### src/rtl/bus_pkg.sv
// rtl/bus_pkg.sv - shared types and helpers for the cpu-to-byte-bus serialiser
package bus_pkg;

  localparam int BusDataWidth = 8;

  typedef enum logic [1:0] {
    IDLE     = 2'd0,
    TRANSFER = 2'd1,
    DONE     = 2'd2
  } state_t;

  // funct3[1:0] encoding; the unused code 3 behaves as a word access
  typedef enum logic [1:0] {
    Byte = 2'd0,
    Half = 2'd1,
    Word = 2'd2
  } access_size_t;

  function automatic logic [2:0] bytes_for(input access_size_t size);
    case (size)
      Byte:    return 3'd1;
      Half:    return 3'd2;
      default: return 3'd4;
    endcase
  endfunction

endpackage

### src/rtl/bus_serialiser_if.sv
// rtl/bus_serialiser_if.sv - byte-wide handshaked external bus
interface bus_serialiser_if #(
  parameter int ADDRESS_WIDTH = 8
);
  import bus_pkg::*;

  logic                     bus_valid;
  logic                     bus_ready;
  logic [ADDRESS_WIDTH-1:0] bus_address;
  logic                     bus_write_enable;
  logic [BusDataWidth-1:0]  bus_write_data;
  logic [BusDataWidth-1:0]  bus_read_data;

  modport master (
    output bus_valid, bus_address, bus_write_enable, bus_write_data,
    input  bus_ready, bus_read_data
  );

  modport slave (
    input  bus_valid, bus_address, bus_write_enable, bus_write_data,
    output bus_ready, bus_read_data
  );

endinterface

### src/rtl/byte_lane_assembler.sv
// rtl/byte_lane_assembler.sv - load byte lanes plus sign/zero extension
module byte_lane_assembler
  import bus_pkg::*;
(
  input  logic        clock,
  input  logic        reset,
  input  logic        i_clear,
  input  logic        i_write,
  input  logic [1:0]  i_index,
  input  logic [7:0]  i_byte,
  input  logic [1:0]  i_size,
  input  logic        i_unsigned,
  output logic [31:0] o_result
);

  logic [7:0] r_lane [4];
  logic [7:0] w_view [4];

  // lanes are cleared at accept so bytes never received on a timeout read as zero
  always_ff @(posedge clock or posedge reset) begin
    if (reset) begin
      for (int i = 0; i < 4; i++) r_lane[i] <= '0;
    end else if (i_clear) begin
      for (int i = 0; i < 4; i++) r_lane[i] <= '0;
    end else if (i_write) begin
      r_lane[i_index] <= i_byte;
    end
  end

  // bypass the byte being captured so the result is ready on the final handshake
  always_comb begin
    for (int i = 0; i < 4; i++) begin
      w_view[i] = (i_write && (i_index == 2'(i))) ? i_byte : r_lane[i];
    end
  end

  // extension mux: byte and half take their sign from the top received lane
  always_comb begin
    o_result = {w_view[3], w_view[2], w_view[1], w_view[0]};
    case (access_size_t'(i_size))
      Byte:    o_result = {{24{~i_unsigned & w_view[0][7]}}, w_view[0]};
      Half:    o_result = {{16{~i_unsigned & w_view[1][7]}}, w_view[1], w_view[0]};
      default: ;
    endcase
  end

endmodule

### src/rtl/bus_serialiser.sv
// rtl/bus_serialiser.sv - serialises cpu load/store requests onto an 8-bit bus
module bus_serialiser
  import bus_pkg::*;
#(
  parameter int ADDRESS_WIDTH  = 8,
  parameter int TIMEOUT_CYCLES = 15
) (
  input  logic        clock,
  input  logic        reset,
  input  logic        cpu_read_enable,
  input  logic        cpu_write_enable,
  input  logic [31:0] cpu_address,
  input  logic [1:0]  cpu_size,
  input  logic        cpu_unsigned,
  input  logic [31:0] cpu_write_data,
  output logic [31:0] cpu_read_data,
  output logic        stall,
  output logic        error,
  bus_serialiser_if.master bus
);

  state_t                   r_state;
  state_t                   w_next_state;
  logic [ADDRESS_WIDTH-1:0] r_address;
  logic [1:0]               r_size;
  logic [1:0]               r_index;
  logic                     r_unsigned;
  logic                     r_write;
  logic [31:0]              r_write_data;
  logic [31:0]              r_read_data;
  logic [7:0]               r_timeout;
  logic                     r_error;

  logic        w_request;
  logic        w_accept;
  logic        w_handshake;
  logic        w_last;
  logic        w_timeout;
  logic        w_lane_write;
  logic [31:0] w_result;
  logic        w_unused_address;

  assign w_unused_address = &{1'b0, cpu_address[31:ADDRESS_WIDTH]};

  assign w_request    = cpu_read_enable | cpu_write_enable;
  assign w_accept     = (r_state == IDLE) & w_request;
  assign w_handshake  = (r_state == TRANSFER) & bus.bus_ready;
  assign w_last       = ({1'b0, r_index} == (bytes_for(access_size_t'(r_size)) - 3'd1));
  assign w_timeout    = (r_timeout == 8'(TIMEOUT_CYCLES - 1));
  assign w_lane_write = w_handshake & ~r_write;

  assign bus.bus_address      = r_address + ADDRESS_WIDTH'(r_index);
  assign bus.bus_write_enable = r_write & (r_state == TRANSFER);
  assign bus.bus_write_data   = r_write_data[{r_index, 3'b000} +: 8];
  assign cpu_read_data        = r_read_data;
  assign error                = r_error;

  byte_lane_assembler u_lanes (
    .clock      (clock),
    .reset      (reset),
    .i_clear    (w_accept),
    .i_write    (w_lane_write),
    .i_index    (r_index),
    .i_byte     (bus.bus_read_data),
    .i_size     (r_size),
    .i_unsigned (r_unsigned),
    .o_result   (w_result)
  );

  // state register; async reset drops bus_valid immediately
  always_ff @(posedge clock or posedge reset) begin
    if (reset) r_state <= IDLE;
    else       r_state <= w_next_state;
  end

  // next state plus stall/valid; the idle stall is gated so reset releases the cpu at once
  always_comb begin
    w_next_state  = r_state;
    stall         = 1'b0;
    bus.bus_valid = 1'b0;
    case (r_state)
      IDLE: begin
        stall = w_request & ~reset;
        if (w_request) w_next_state = TRANSFER;
      end
      TRANSFER: begin
        stall         = 1'b1;
        bus.bus_valid = 1'b1;
        if (bus.bus_ready) begin
          if (w_last) w_next_state = DONE;
        end else if (w_timeout) begin
          w_next_state = DONE;
        end
      end
      default: w_next_state = IDLE;
    endcase
  end

  // request latch, beat index, timeout counter and load result register
  always_ff @(posedge clock or posedge reset) begin
    if (reset) begin
      r_address    <= '0;
      r_size       <= '0;
      r_index      <= '0;
      r_unsigned   <= 1'b0;
      r_write      <= 1'b0;
      r_write_data <= '0;
      r_read_data  <= '0;
      r_timeout    <= '0;
      r_error      <= 1'b0;
    end else if (w_accept) begin
      r_address    <= cpu_address[ADDRESS_WIDTH-1:0];
      r_size       <= cpu_size;
      r_unsigned   <= cpu_unsigned;
      r_write      <= cpu_write_enable;
      r_write_data <= cpu_write_data;
      r_index      <= '0;
      r_timeout    <= '0;
    end else if (r_state == TRANSFER) begin
      if (bus.bus_ready) begin
        r_timeout <= '0;
        if (w_last) begin
          if (!r_write) r_read_data <= w_result;
        end else begin
          r_index <= r_index + 2'd1;
        end
      end else if (w_timeout) begin
        r_error <= 1'b1;
        if (!r_write) r_read_data <= w_result;
      end else begin
        r_timeout <= r_timeout + 8'd1;
      end
    end
  end

endmodule

### src/flat_wrapper.sv
// flat-port wrapper written by rule: the top's interface ports become plain ports
module bus_serialiser_flat import bus_pkg::*;
#(
  parameter int ADDRESS_WIDTH  = 8,
  parameter int TIMEOUT_CYCLES = 15
)
  (clock, reset, cpu_read_enable, cpu_write_enable, cpu_address, cpu_size, cpu_unsigned, cpu_write_data, cpu_read_data, stall, error, bus_bus_valid, bus_bus_address, bus_bus_write_enable, bus_bus_write_data, bus_bus_ready, bus_bus_read_data);
  bus_serialiser_if #(.ADDRESS_WIDTH(ADDRESS_WIDTH)) bus_i ();
  input  logic clock;
  input  logic reset;
  input  logic cpu_read_enable;
  input  logic cpu_write_enable;
  input  logic [31:0] cpu_address;
  input  logic [1:0] cpu_size;
  input  logic cpu_unsigned;
  input  logic [31:0] cpu_write_data;
  output logic [31:0] cpu_read_data;
  output logic stall;
  output logic error;
  output wire logic [$bits(bus_i.bus_valid)-1:0] bus_bus_valid;
  output wire logic [$bits(bus_i.bus_address)-1:0] bus_bus_address;
  output wire logic [$bits(bus_i.bus_write_enable)-1:0] bus_bus_write_enable;
  output wire logic [$bits(bus_i.bus_write_data)-1:0] bus_bus_write_data;
  input wire logic [$bits(bus_i.bus_ready)-1:0] bus_bus_ready;
  input wire logic [$bits(bus_i.bus_read_data)-1:0] bus_bus_read_data;
  assign bus_bus_valid = bus_i.bus_valid;
  assign bus_bus_address = bus_i.bus_address;
  assign bus_bus_write_enable = bus_i.bus_write_enable;
  assign bus_bus_write_data = bus_i.bus_write_data;
  assign bus_i.bus_ready = bus_bus_ready;
  assign bus_i.bus_read_data = bus_bus_read_data;
  bus_serialiser #(.ADDRESS_WIDTH(ADDRESS_WIDTH), .TIMEOUT_CYCLES(TIMEOUT_CYCLES)) u_core (.clock(clock), .reset(reset), .cpu_read_enable(cpu_read_enable), .cpu_write_enable(cpu_write_enable), .cpu_address(cpu_address), .cpu_size(cpu_size), .cpu_unsigned(cpu_unsigned), .cpu_write_data(cpu_write_data), .cpu_read_data(cpu_read_data), .stall(stall), .error(error), .bus(bus_i));
endmodule
### config.mk
export PLATFORM = sky130hd
export DESIGN_NAME = bus_serialiser_flat
export DESIGN_NICKNAME = d
export VERILOG_FILES = /design/src/rtl/bus_pkg.sv /design/src/rtl/bus_serialiser_if.sv /design/src/rtl/byte_lane_assembler.sv /design/src/rtl/bus_serialiser.sv /design/src/flat_wrapper.sv
export SDC_FILE = /design/constraint.sdc
export NUM_CORES = 1
export LEC_CHECK = 0
export ABC_AREA = 0
export BUFFER_PORTS_ARGS = -buffer_cell sky130_fd_sc_hd__buf_2
export CORE_ASPECT_RATIO = 1.25
export CORE_MARGIN = 1.5
export CORE_UTILIZATION = 45
export CTS_CLUSTER_DIAMETER = 100
export CTS_CLUSTER_SIZE = 25
export DETAILED_ROUTE_END_ITERATION = 10
export PLACE_DENSITY = 0.69
export SLEW_MARGIN = 20
export SYNTH_ARGS = -nofsm -noshare
export SYNTH_HDL_FRONTEND = slang
export SYNTH_HIERARCHICAL = 1
export SYNTH_SLANG_ARGS = --single-unit
### constraint.sdc
create_clock -name clock -period 4.1 [get_ports clock]
set_input_delay 0.41 -clock clock [delete_from_list [all_inputs] [get_ports clock]]
set_output_delay 0.41 -clock clock [all_outputs]
set_load 0.01 [all_outputs]
==> results of run 1 <==
-- registers in the layout (all words and copies together), names as in the netlist --
register and cells:
u_core/cpu_read_data 32, u_core/r_write_data 32, u_core/u_lanes/r_lane 32, u_core/r_address 8, u_core/r_timeout 8, u_core/r_index 2
u_core/r_size 2, u_core/r_state 2, u_core/error 1, u_core/r_unsigned 1, u_core/r_write 1
-- through the flow --
stage          std cells   util  setup slack, ns
4_1_cts              713  0.573             1.07
3_5_place_dp         681  0.518             1.35
5_1_grt              713  0.573            0.917
6_report             713  0.573             1.10
2_1_floorplan        427      -             1.38
3_3_place_gp         681  0.518             1.39
-- routing by layer --
| layer | up-vias | routed length, µm | GRT usage |
|---|---|---|---|
| li1 | 1740 | - | - |
| met1 | 1916 | 4880 | 0.218 |
| met2 | 107 | 6140 | 0.336 |
| met3 | 13 | 755 | 0.0648 |
| met4 | 0 | 132 | 0.0621 |
| met5 | - | 0 | 0 |
-- Yosys cell counts (all sizes together) (4+ instances only) --
cell,number
o21ai,14
nand2,7
xnor2,4
dfrtp,121
nor2b,9
clkbuf,14
a21oi,24
inv,13
mux2,83
buf,10
nor2,37
a21o,4
nor3,5
ha,4
mux4,8
mux2i,26
nand3,5
-- layout make-up --
class                   instances  area (µm²)
inverters                      13        51.3
multi-input cells             269        2490
repair buffers                114         588
well taps                     164         205
flip-flops and latches        121        3030
fillers                      1057        5250
clock inverters                13         214
clock buffers                  19         453
-- worst max-delay path, cell delays in order, from the launching register on --
cell and delay, ns:
sky130_fd_sc_hd__dfrtp_1 0.88, sky130_fd_sc_hd__inv_1 0.21, sky130_fd_sc_hd__fa_1 0.47, sky130_fd_sc_hd__nor2_1 0.18
sky130_fd_sc_hd__nand3_1 0.12, sky130_fd_sc_hd__xnor2_1 0.16, sky130_fd_sc_hd__buf_2 0.16
-- path summary, 6_finish.rpt --
path / startpoint / to / slack, ns / cells after the start
max in group asynchronous: reset / u_core/r_write / 3.01 / 3
worst min register to register: u_core/error / u_core/error / 0.47 / 1
worst max register to register: u_core/r_state[0] / u_core/cpu_read_data[20] / 1.33 / 8
min in group clock: cpu_address[1] / u_core/r_address[1] / 0.23 / 3
worst min-delay path: reset / u_core/u_lanes/r_lane[5] / 0.12 / 3
worst max-delay path: u_core/r_index[1] / bus_bus_address[6] / 1.10 / 6
-- cell families after synthesis --
logic type / Yosys count
adder cells (fa/ha/maj): 5
XOR/XNOR: 7
AND/OR/NAND/NOR: 85
AO/OA/AOI/OAI: 55
multiplexers: 117
buffers and inverters: 37
flip-flops: 121
-- power breakdown --
group / leakage (nW) / switching [mW] / internal (mW) / total (mW)
clock network: 0.321 / 0.551 / 1.12 / 1.67
logic: 1.72 / 0.914 / 1.04 / 1.96
registers: 1.56 / 0.332 / 1.65 / 1.98
==> report_table.html, run 1 <==
<table>
<tr><th>Metric</th><th>Value</th></tr>
<tr><th colspan="2">Run status</th></tr>
<tr><td>Status</td><td>finished, final reports clean</td></tr>
<tr><th colspan="2">Routing</th></tr>
<tr><td>Number of search-and-repair iterations in the first detailed-routing pass</td><td>4</td></tr>
<tr><td>Vias after detailed routing</td><td>approximately 3800</td></tr>
<tr><td>Routed wirelength normalized by instance count</td><td>~17 µm</td></tr>
<tr><td>Final WL</td><td>between 10000 and 15000 µm</td></tr>
<tr><td>Remaining number of nets flagged by the antenna check after routing</td><td>0</td></tr>
<tr><td>Mean number of vias per cell</td><td>about 5.3</td></tr>
<tr><td>Iter 0 DRT Violations</td><td>about 190</td></tr>
<tr><td>Post-detailed-route DRC marker count</td><td>0</td></tr>
<tr><th colspan="2">GRT</th></tr>
<tr><td>Number of global-route vias before repair</td><td>3974</td></tr>
<tr><td>First-pass GRT wire length</td><td>between 15000 and 20000 µm</td></tr>
<tr><td>Total grt overflow</td><td>0</td></tr>
<tr><td>All-layer global routing usage</td><td>0.190</td></tr>
<tr><td>Antenna violations before repair</td><td>0</td></tr>
<tr><td>Maximum number of pins on one net before global-route repair</td><td>between 80 and 90</td></tr>
<tr><th colspan="2">Place</th></tr>
<tr><td>Area post-placement</td><td>6360 µm²</td></tr>
<tr><td># port buffers</td><td>107</td></tr>
<tr><td>Final GP Congestion</td><td>about 0.78</td></tr>
<tr><td>Total half-perimeter wirelength after legalization and detailed placement</td><td>7860 µm</td></tr>
<tr><th colspan="2">STA</th></tr>
<tr><td>Peak Freq</td><td>333 MHz</td></tr>
<tr><td>Final hold slack</td><td>0.122 ns</td></tr>
<tr><td>Final total negative setup slack</td><td>0 ns</td></tr>
<tr><td>Minimum clock period after layout</td><td>~3 ns</td></tr>
<tr><td>Final cycle utilization of the critical path</td><td>0.731</td></tr>
<tr><td>Final setup violating endpoints</td><td>0</td></tr>
<tr><td>Final hold violation count</td><td>0</td></tr>
<tr><td>Max-slew violation total from the final report</td><td>0</td></tr>
<tr><td>Clock skew after layout</td><td>0.00619 ns</td></tr>
<tr><td>Actual transition at the worst max-transition pin</td><td>approximately 1.0 ns</td></tr>
<tr><td>Rel. slew slack</td><td>0.303</td></tr>
<tr><td>RSZ-0062 raised after global routing</td><td>no</td></tr>
<tr><th colspan="2">Synth</th></tr>
<tr><td>Area contributors post-synth</td><td>sky130_fd_sc_hd__dfrtp_1, sky130_fd_sc_hd__mux2_2, sky130_fd_sc_hd__mux2_4, sky130_fd_sc_hd__mux2i_1, sky130_fd_sc_hd__mux4_2</td></tr>
<tr><td>Yosys warnings</td><td>6</td></tr>
<tr><td>Sequential share of the synthesized area</td><td>0.531</td></tr>
<tr><td>Number of library cell types mapped by synthesis</td><td>49</td></tr>
<tr><td>Synth Register Bits</td><td>121</td></tr>
<tr><td>Synthesized area divided by synthesized cell count</td><td>13.3 µm²</td></tr>
<tr><td>Post-synth design cell area</td><td>~5700 µm²</td></tr>
<tr><td>Fraction of the mapped netlist area in adder cells</td><td>0.0123</td></tr>
<tr><td>Fraction of synthesized cell area in xor and xnor cells</td><td>0.0108</td></tr>
<tr><td>Multiplexer area fraction after synthesis</td><td>0.263</td></tr>
<tr><td>Area share of and/or/nand/nor cells after synthesis</td><td>0.0801</td></tr>
<tr><td>Synth Flop Type</td><td>sky130_fd_sc_hd__dfrtp_1</td></tr>
<tr><td>Fraction of the mapped netlist area in compound gates</td><td>0.0696</td></tr>
<tr><td>Cell type with the highest aggregate area in the netlist</td><td>sky130_fd_sc_hd__dfrtp_1</td></tr>
<tr><td>Gate count of the mapped netlist</td><td>427</td></tr>
<tr><td>Number of flops mapped to enable cells by yosys</td><td>0</td></tr>
<tr><td>Yosys top cell area share</td><td>0.531</td></tr>
<tr><td>Net Count, Synth</td><td>512</td></tr>
<tr><td>Main combinational cell family by area after synthesis</td><td>multiplexers</td></tr>
<tr><td>Share of synthesized flip-flops with an asynchronous set or reset</td><td>1.00</td></tr>
<tr><th colspan="2">Critical path</th></tr>
<tr><td>Type of the worst setup path</td><td>reg -&gt; out</td></tr>
<tr><td>Element type at the critical path start</td><td>register</td></tr>
<tr><td>Max FO, Critical Path</td><td>19</td></tr>
<tr><td>Endpoint required time on the critical path</td><td>roughly 3.7 ns</td></tr>
<tr><td>Data arrival, critical path</td><td>2.59 ns</td></tr>
<tr><td>CP Capture Type</td><td>output port</td></tr>
<tr><th colspan="2">Floorplanning</th></tr>
<tr><td>Placeable Area</td><td>roughly 12000 µm²</td></tr>
<tr><td>Total number of placement rows</td><td>45</td></tr>
<tr><td>Vertical die dimension</td><td>between 100 and 150 µm</td></tr>
<tr><td>Boundary Pins</td><td>about 130</td></tr>
<tr><td>Die span in x</td><td>approximately 100 µm</td></tr>
<tr><td>Total Die Area</td><td>approximately 13000 µm²</td></tr>
<tr><td>Initial core utilization</td><td>0.464</td></tr>
<tr><th colspan="2">Clock tree</th></tr>
<tr><td>Deepest clock path buffer count</td><td>2</td></tr>
<tr><td>Clock-pin slew on the worst setup and hold paths</td><td>approximately 0.060 ns</td></tr>
<tr><td>Clock tree from TritonCTS</td><td>built</td></tr>
<tr><td>Hold buffers post-CTS</td><td>0</td></tr>
<tr><td>Cell at the root of the clock tree</td><td>sky130_fd_sc_hd__clkbuf_16</td></tr>
<tr><td>Skew-Pair Late Insertion Delay</td><td>between 0.4 and 0.5 ns</td></tr>
<tr><td>Clock buffer count from CTS</td><td>17</td></tr>
<tr><td>Sink count of the clock tree</td><td>about 120</td></tr>
<tr><td>Htree depth</td><td>4</td></tr>
<tr><td>Setup Fix Bufs, Post-CTS</td><td>0</td></tr>
<tr><td>PostCTS Resize Cnt</td><td>0</td></tr>
<tr><th colspan="2">Final layout</th></tr>
<tr><td>Highest-count cells in the layout ignoring fill and taps</td><td>sky130_fd_sc_hd__dfrtp_1, sky130_fd_sc_hd__buf_2, sky130_fd_sc_hd__mux2_2</td></tr>
<tr><td>Total inserted antenna cells</td><td>0</td></tr>
<tr><td>Most common cell after layout, fill and taps aside</td><td>sky130_fd_sc_hd__dfrtp_1</td></tr>
<tr><td>Final net count</td><td>just over 600</td></tr>
<tr><td>Final instance area</td><td>roughly 7000 µm²</td></tr>
<tr><td>Fraction of layout cells with a size suffix above 1</td><td>0.474</td></tr>
<tr><td>Area growth, synth to finish</td><td>23.3%</td></tr>
<tr><th colspan="2">Pwr</th></tr>
<tr><td>Total leakage power</td><td>about 3.6 nW</td></tr>
<tr><td>Power consumption</td><td>approximately 5.6 mW</td></tr>
<tr><td>Maximum VDD drop</td><td>between 0.3 and 0.4 mV</td></tr>
<tr><td>PwrDens</td><td>798 nW/µm²</td></tr>
<tr><th colspan="2">Hold path</th></tr>
<tr><td>Worst hold-check path type</td><td>in -&gt; async</td></tr>
<tr><th colspan="2">Run</th></tr>
<tr><td>Max-capacitance violation count</td><td>0</td></tr>
</table>
(Power assumes the default switching activity.)
==> run 2: changes to the inputs <==
--- a/config.mk
+++ b/config.mk
@@ -13,7 +13,7 @@
 export CTS_CLUSTER_DIAMETER = 100
 export CTS_CLUSTER_SIZE = 25
 export DETAILED_ROUTE_END_ITERATION = 10
-export PLACE_DENSITY = 0.69
+export PLACE_DENSITY = 0.71
 export SLEW_MARGIN = 20
 export SYNTH_ARGS = -nofsm -noshare
 export SYNTH_HDL_FRONTEND = slang
==> constraint.sdc (replaced) <==
create_clock -name clock -period 2.6 [get_ports clock]
set_input_delay 0.26 -clock clock [delete_from_list [all_inputs] [get_ports clock]]
set_output_delay 0.26 -clock clock [all_outputs]
set_load 0.01 [all_outputs]
==> run 2 against run 1 <==
Net effect: first-iteration DRC count decreased by 12%; combinational power rose by 68%; non-clock buffer count rose by 11; via count is 0.50% lower; count of clock-buffer cells in the layout decreased by 1; die area unchanged; worst setup slack worse by 0.89 ns; register-to-register slack got worse by 1.1 ns; critical path depth grew 1; sequential power rose by 55%; critical path type unchanged; highest routed layer unchanged.
==> report_table.html, run 2 (same netlist as run 1, synthesis figures left out) <==
<table>
<tr><th>Metric</th><th>Value</th></tr>
<tr><th colspan="2">Final layout</th></tr>
<tr><td>Area growth, synth to finish</td><td>24.7%</td></tr>
<tr><td>Core utilization of the finished layout</td><td>0.579</td></tr>
<tr><td>Highest-count cells in the layout ignoring fill and taps</td><td>sky130_fd_sc_hd__dfrtp_1, sky130_fd_sc_hd__buf_2, sky130_fd_sc_hd__mux2_2</td></tr>
<tr><td>Final net count</td><td>about 630</td></tr>
<tr><td>Most common cell after layout, fill and taps aside</td><td>sky130_fd_sc_hd__dfrtp_1</td></tr>
<tr><td>Total inserted antenna cells</td><td>0</td></tr>
<tr><td>Fraction of layout cells with a size suffix above 1</td><td>0.483</td></tr>
<tr><th colspan="2">Routing</th></tr>
<tr><td>Final WL</td><td>11900 µm</td></tr>
<tr><td>Mean number of vias per cell</td><td>5.18</td></tr>
<tr><td>Post-detailed-route DRC marker count</td><td>0</td></tr>
<tr><td>Iter 0 DRT Violations</td><td>169</td></tr>
<tr><td>Vias after detailed routing</td><td>about 3800</td></tr>
<tr><td>Routed wirelength normalized by instance count</td><td>between 15 and 20 µm</td></tr>
<tr><td>Remaining number of nets flagged by the antenna check after routing</td><td>0</td></tr>
<tr><td>Number of search-and-repair iterations in the first detailed-routing pass</td><td>5</td></tr>
<tr><th colspan="2">Critical path</th></tr>
<tr><td>CP Capture Type</td><td>output port</td></tr>
<tr><td>CP Depth</td><td>7</td></tr>
<tr><td>Cells along the critical path</td><td>ha_1, inv_1, fa_1, nor2_1, nand3_1, xnor2_1, buf_2</td></tr>
<tr><td>Logic depth of the worst register-to-register path</td><td>9</td></tr>
<tr><td>Type of the worst setup path</td><td>reg -&gt; out</td></tr>
<tr><td>Endpoint required time on the critical path</td><td>around 2.3 ns</td></tr>
<tr><td>Data arrival, critical path</td><td>between 2 and 2.5 ns</td></tr>
<tr><td>Reg-to-reg setup timing slack</td><td>about 0.25 ns</td></tr>
<tr><td>Largest incremental delay on the critical path</td><td>0.45 ns</td></tr>
<tr><td>Top cell family by delay on the critical path</td><td>adder cells</td></tr>
<tr><td>Max FO, Critical Path</td><td>9</td></tr>
<tr><td>Element type at the critical path start</td><td>register</td></tr>
<tr><td>Start of the worst register-to-register path</td><td>u_core/r_state[1]</td></tr>
<tr><td>Buf/Inv on CP</td><td>2</td></tr>
<tr><td>Worst flop-to-flop path endpoint</td><td>u_core/cpu_read_data[31]</td></tr>
<tr><td>Critical-path cell with the highest stage delay</td><td>sky130_fd_sc_hd__dfrtp_2</td></tr>
<tr><th colspan="2">STA</th></tr>
<tr><td>Final setup violating endpoints</td><td>0</td></tr>
<tr><td>RSZ-0062 raised after global routing</td><td>no</td></tr>
<tr><td>Actual transition at the worst max-transition pin</td><td>just under 0.7 ns</td></tr>
<tr><td>Max-slew violation total from the final report</td><td>0</td></tr>
<tr><td>Rel. slew slack</td><td>0.545</td></tr>
<tr><td>Final total negative setup slack</td><td>0 ns</td></tr>
<tr><td>Final cycle utilization of the critical path</td><td>0.917</td></tr>
<tr><td>Peak Freq</td><td>419 MHz</td></tr>
<tr><td>Clock skew after layout</td><td>0.00888 ns</td></tr>
<tr><td>Minimum clock period after layout</td><td>roughly 2.4 ns</td></tr>
<tr><td>Final hold violation count</td><td>0</td></tr>
<tr><th colspan="2">Pwr</th></tr>
<tr><td>PwrDens</td><td>1230 nW/µm²</td></tr>
<tr><td>Maximum VDD drop</td><td>0.672 mV</td></tr>
<tr><td>Clock network fraction of design power</td><td>0.270</td></tr>
<tr><td>Total leakage power</td><td>about 3.6 nW</td></tr>
<tr><td>Logic pwr share</td><td>0.378</td></tr>
<tr><td>Total net switching power</td><td>around 2.9 mW</td></tr>
<tr><td>Sw Ratio</td><td>0.329</td></tr>
<tr><td>Share of total power in sequential cells</td><td>0.352</td></tr>
<tr><td>Internal power consumption</td><td>5.85 mW</td></tr>
<tr><th colspan="2">Run status</th></tr>
<tr><td>Status</td><td>finished, final reports clean</td></tr>
<tr><th colspan="2">Floorplanning</th></tr>
<tr><td>Placeable Area</td><td>12300 µm²</td></tr>
<tr><td>Total number of placement rows</td><td>between 40 and 50</td></tr>
<tr><td>Vertical die dimension</td><td>approximately 130 µm</td></tr>
<tr><td>Initial core utilization</td><td>0.464</td></tr>
<tr><td>Boundary Pins</td><td>about 130</td></tr>
<tr><td>Die span in x</td><td>around 100 µm</td></tr>
<tr><td>Total Die Area</td><td>around 13000 µm²</td></tr>
<tr><th colspan="2">Place</th></tr>
<tr><td># port buffers</td><td>about 110</td></tr>
<tr><td>Final GP Congestion</td><td>0.831</td></tr>
<tr><td>Total half-perimeter wirelength after legalization and detailed placement</td><td>approximately 8000 µm</td></tr>
<tr><th colspan="2">Clock tree</th></tr>
<tr><td>Deepest clock path buffer count</td><td>2</td></tr>
<tr><td>Htree depth</td><td>4</td></tr>
<tr><td>Clock-pin slew on the worst setup and hold paths</td><td>~0.050 ns</td></tr>
<tr><td>Clock tree from TritonCTS</td><td>built</td></tr>
<tr><td>Cell at the root of the clock tree</td><td>sky130_fd_sc_hd__clkbuf_16</td></tr>
<tr><td>Clock buffer count from CTS</td><td>17</td></tr>
<tr><td>Sink count of the clock tree</td><td>roughly 120</td></tr>
<tr><td>Skew-Pair Late Insertion Delay</td><td>approximately 0.4 ns</td></tr>
<tr><th colspan="2">GRT</th></tr>
<tr><td>Number of global-route vias before repair</td><td>4133</td></tr>
<tr><td>All-layer global routing usage</td><td>0.189</td></tr>
<tr><td>Antenna violations before repair</td><td>0</td></tr>
<tr><td>First-pass GRT wire length</td><td>between 15000 and 20000 µm</td></tr>
<tr><td>Total grt overflow</td><td>0</td></tr>
<tr><td>Maximum number of pins on one net before global-route repair</td><td>82</td></tr>
<tr><th colspan="2">Hold path</th></tr>
<tr><td>Worst hold-check path type</td><td>in -&gt; reg</td></tr>
<tr><td>Worst Hold Depth</td><td>3</td></tr>
<tr><td>WHS Endpoint</td><td>u_core/r_address[1]</td></tr>
<tr><td>Beginning of the worst hold path</td><td>cpu_address[1]</td></tr>
<tr><th colspan="2">Run</th></tr>
<tr><td>Max-capacitance violation count</td><td>0</td></tr>
</table>
## run 2: changes by cell type in the layout (fill, tap and decap cells not counted), sizes merged
cell         change
o311a            +1
clkbuf           -1
buf             +10
inv              -2
bufinv           -2
clkinv           +5
dlygate4sd3      +1
## run 2: what timing repair did
| item | 4_1_cts | 5_1_grt |
|---|---|---|
| gates resized for setup | 0 | 2 |
| endpoints found under the setup margin | 0 | 17 |
| setup buffers | 0 | 2 |
| hold endpoints to repair | 67 | 0 |
| hold buffers | 1 | 0 |
## run 2: cell type report
cell class | count | area [µm²]
multi-input cells | 270 | 2510
repair buffers | 125 | 711
well taps | 164 | 205
fillers | 1005 | 5170
clock inverters | 14 | 173
clock buffers | 18 | 429
flip-flops and latches | 121 | 3030
inverters | 13 | 50.0
## run 2: power by group through the flow
stage                     clock network [mW]  registers [mW]  logic [mW]
after floorplan                            0            3.06        2.29
after global placement                     0            3.03        3.18
after detailed placement                   0            3.09        3.26
after CTS                               2.42            3.07        3.29
after global routing                    2.50            3.17        3.60
final                                   2.36            3.07        3.29
## run 2: worst register-to-register path: cells and delay by family (launching register included)
family,cells,cell delay [ns]
mux,2,0.60
simple gates,4,0.65
flops,1,0.38
buf+inv,1,0.19
compound gates,2,0.41
## run 2: routing by layer
metal | GRT usage | wire (µm) | up-vias
li1 | - | - | 1767
met5 | 0 | 0 | -
met1 | 0.218 | 4850 | 1875
met3 | 0.0557 | 621 | 6
met4 | 0.0727 | 110 | 0
met2 | 0.333 | 6330 | 109
## run 2: metrics by stage
| stage | std cells | hold slack, ns | power, mW | instance area [µm²] | setup WS [ns] |
|---|---|---|---|---|---|
| final | 725 | 0.0840 | 8.71 | 7110 | 0.215 |
| after detailed placement | 689 | 0.399 | 6.35 | 6460 | 0.128 |
| after CTS | 722 | 0.0704 | 8.78 | 7070 | 0.0500 |
| after floorplan | 427 | 0.376 | 5.35 | 5700 | 0.0331 |
| after global placement | 689 | 0.400 | 6.21 | 6460 | 0.198 |
| after global routing | 725 | 0.0704 | 9.27 | 7110 | 0.0344 |
## run 2: worst max path at each step
stage,endpoint,startpoint,slack (ns)
3_3_place_gp,u_core/cpu_read_data[20],u_core/r_state[1],0.20
6_report,bus_bus_address[6],u_core/r_index[0],0.21
2_1_floorplan,u_core/cpu_read_data[0],reset,0.03
4_1_cts,u_core/cpu_read_data[21],u_core/r_state[1],0.05
3_5_place_dp,u_core/cpu_read_data[21],u_core/r_state[1],0.13
5_1_grt,bus_bus_address[6],u_core/r_index[0],0.03
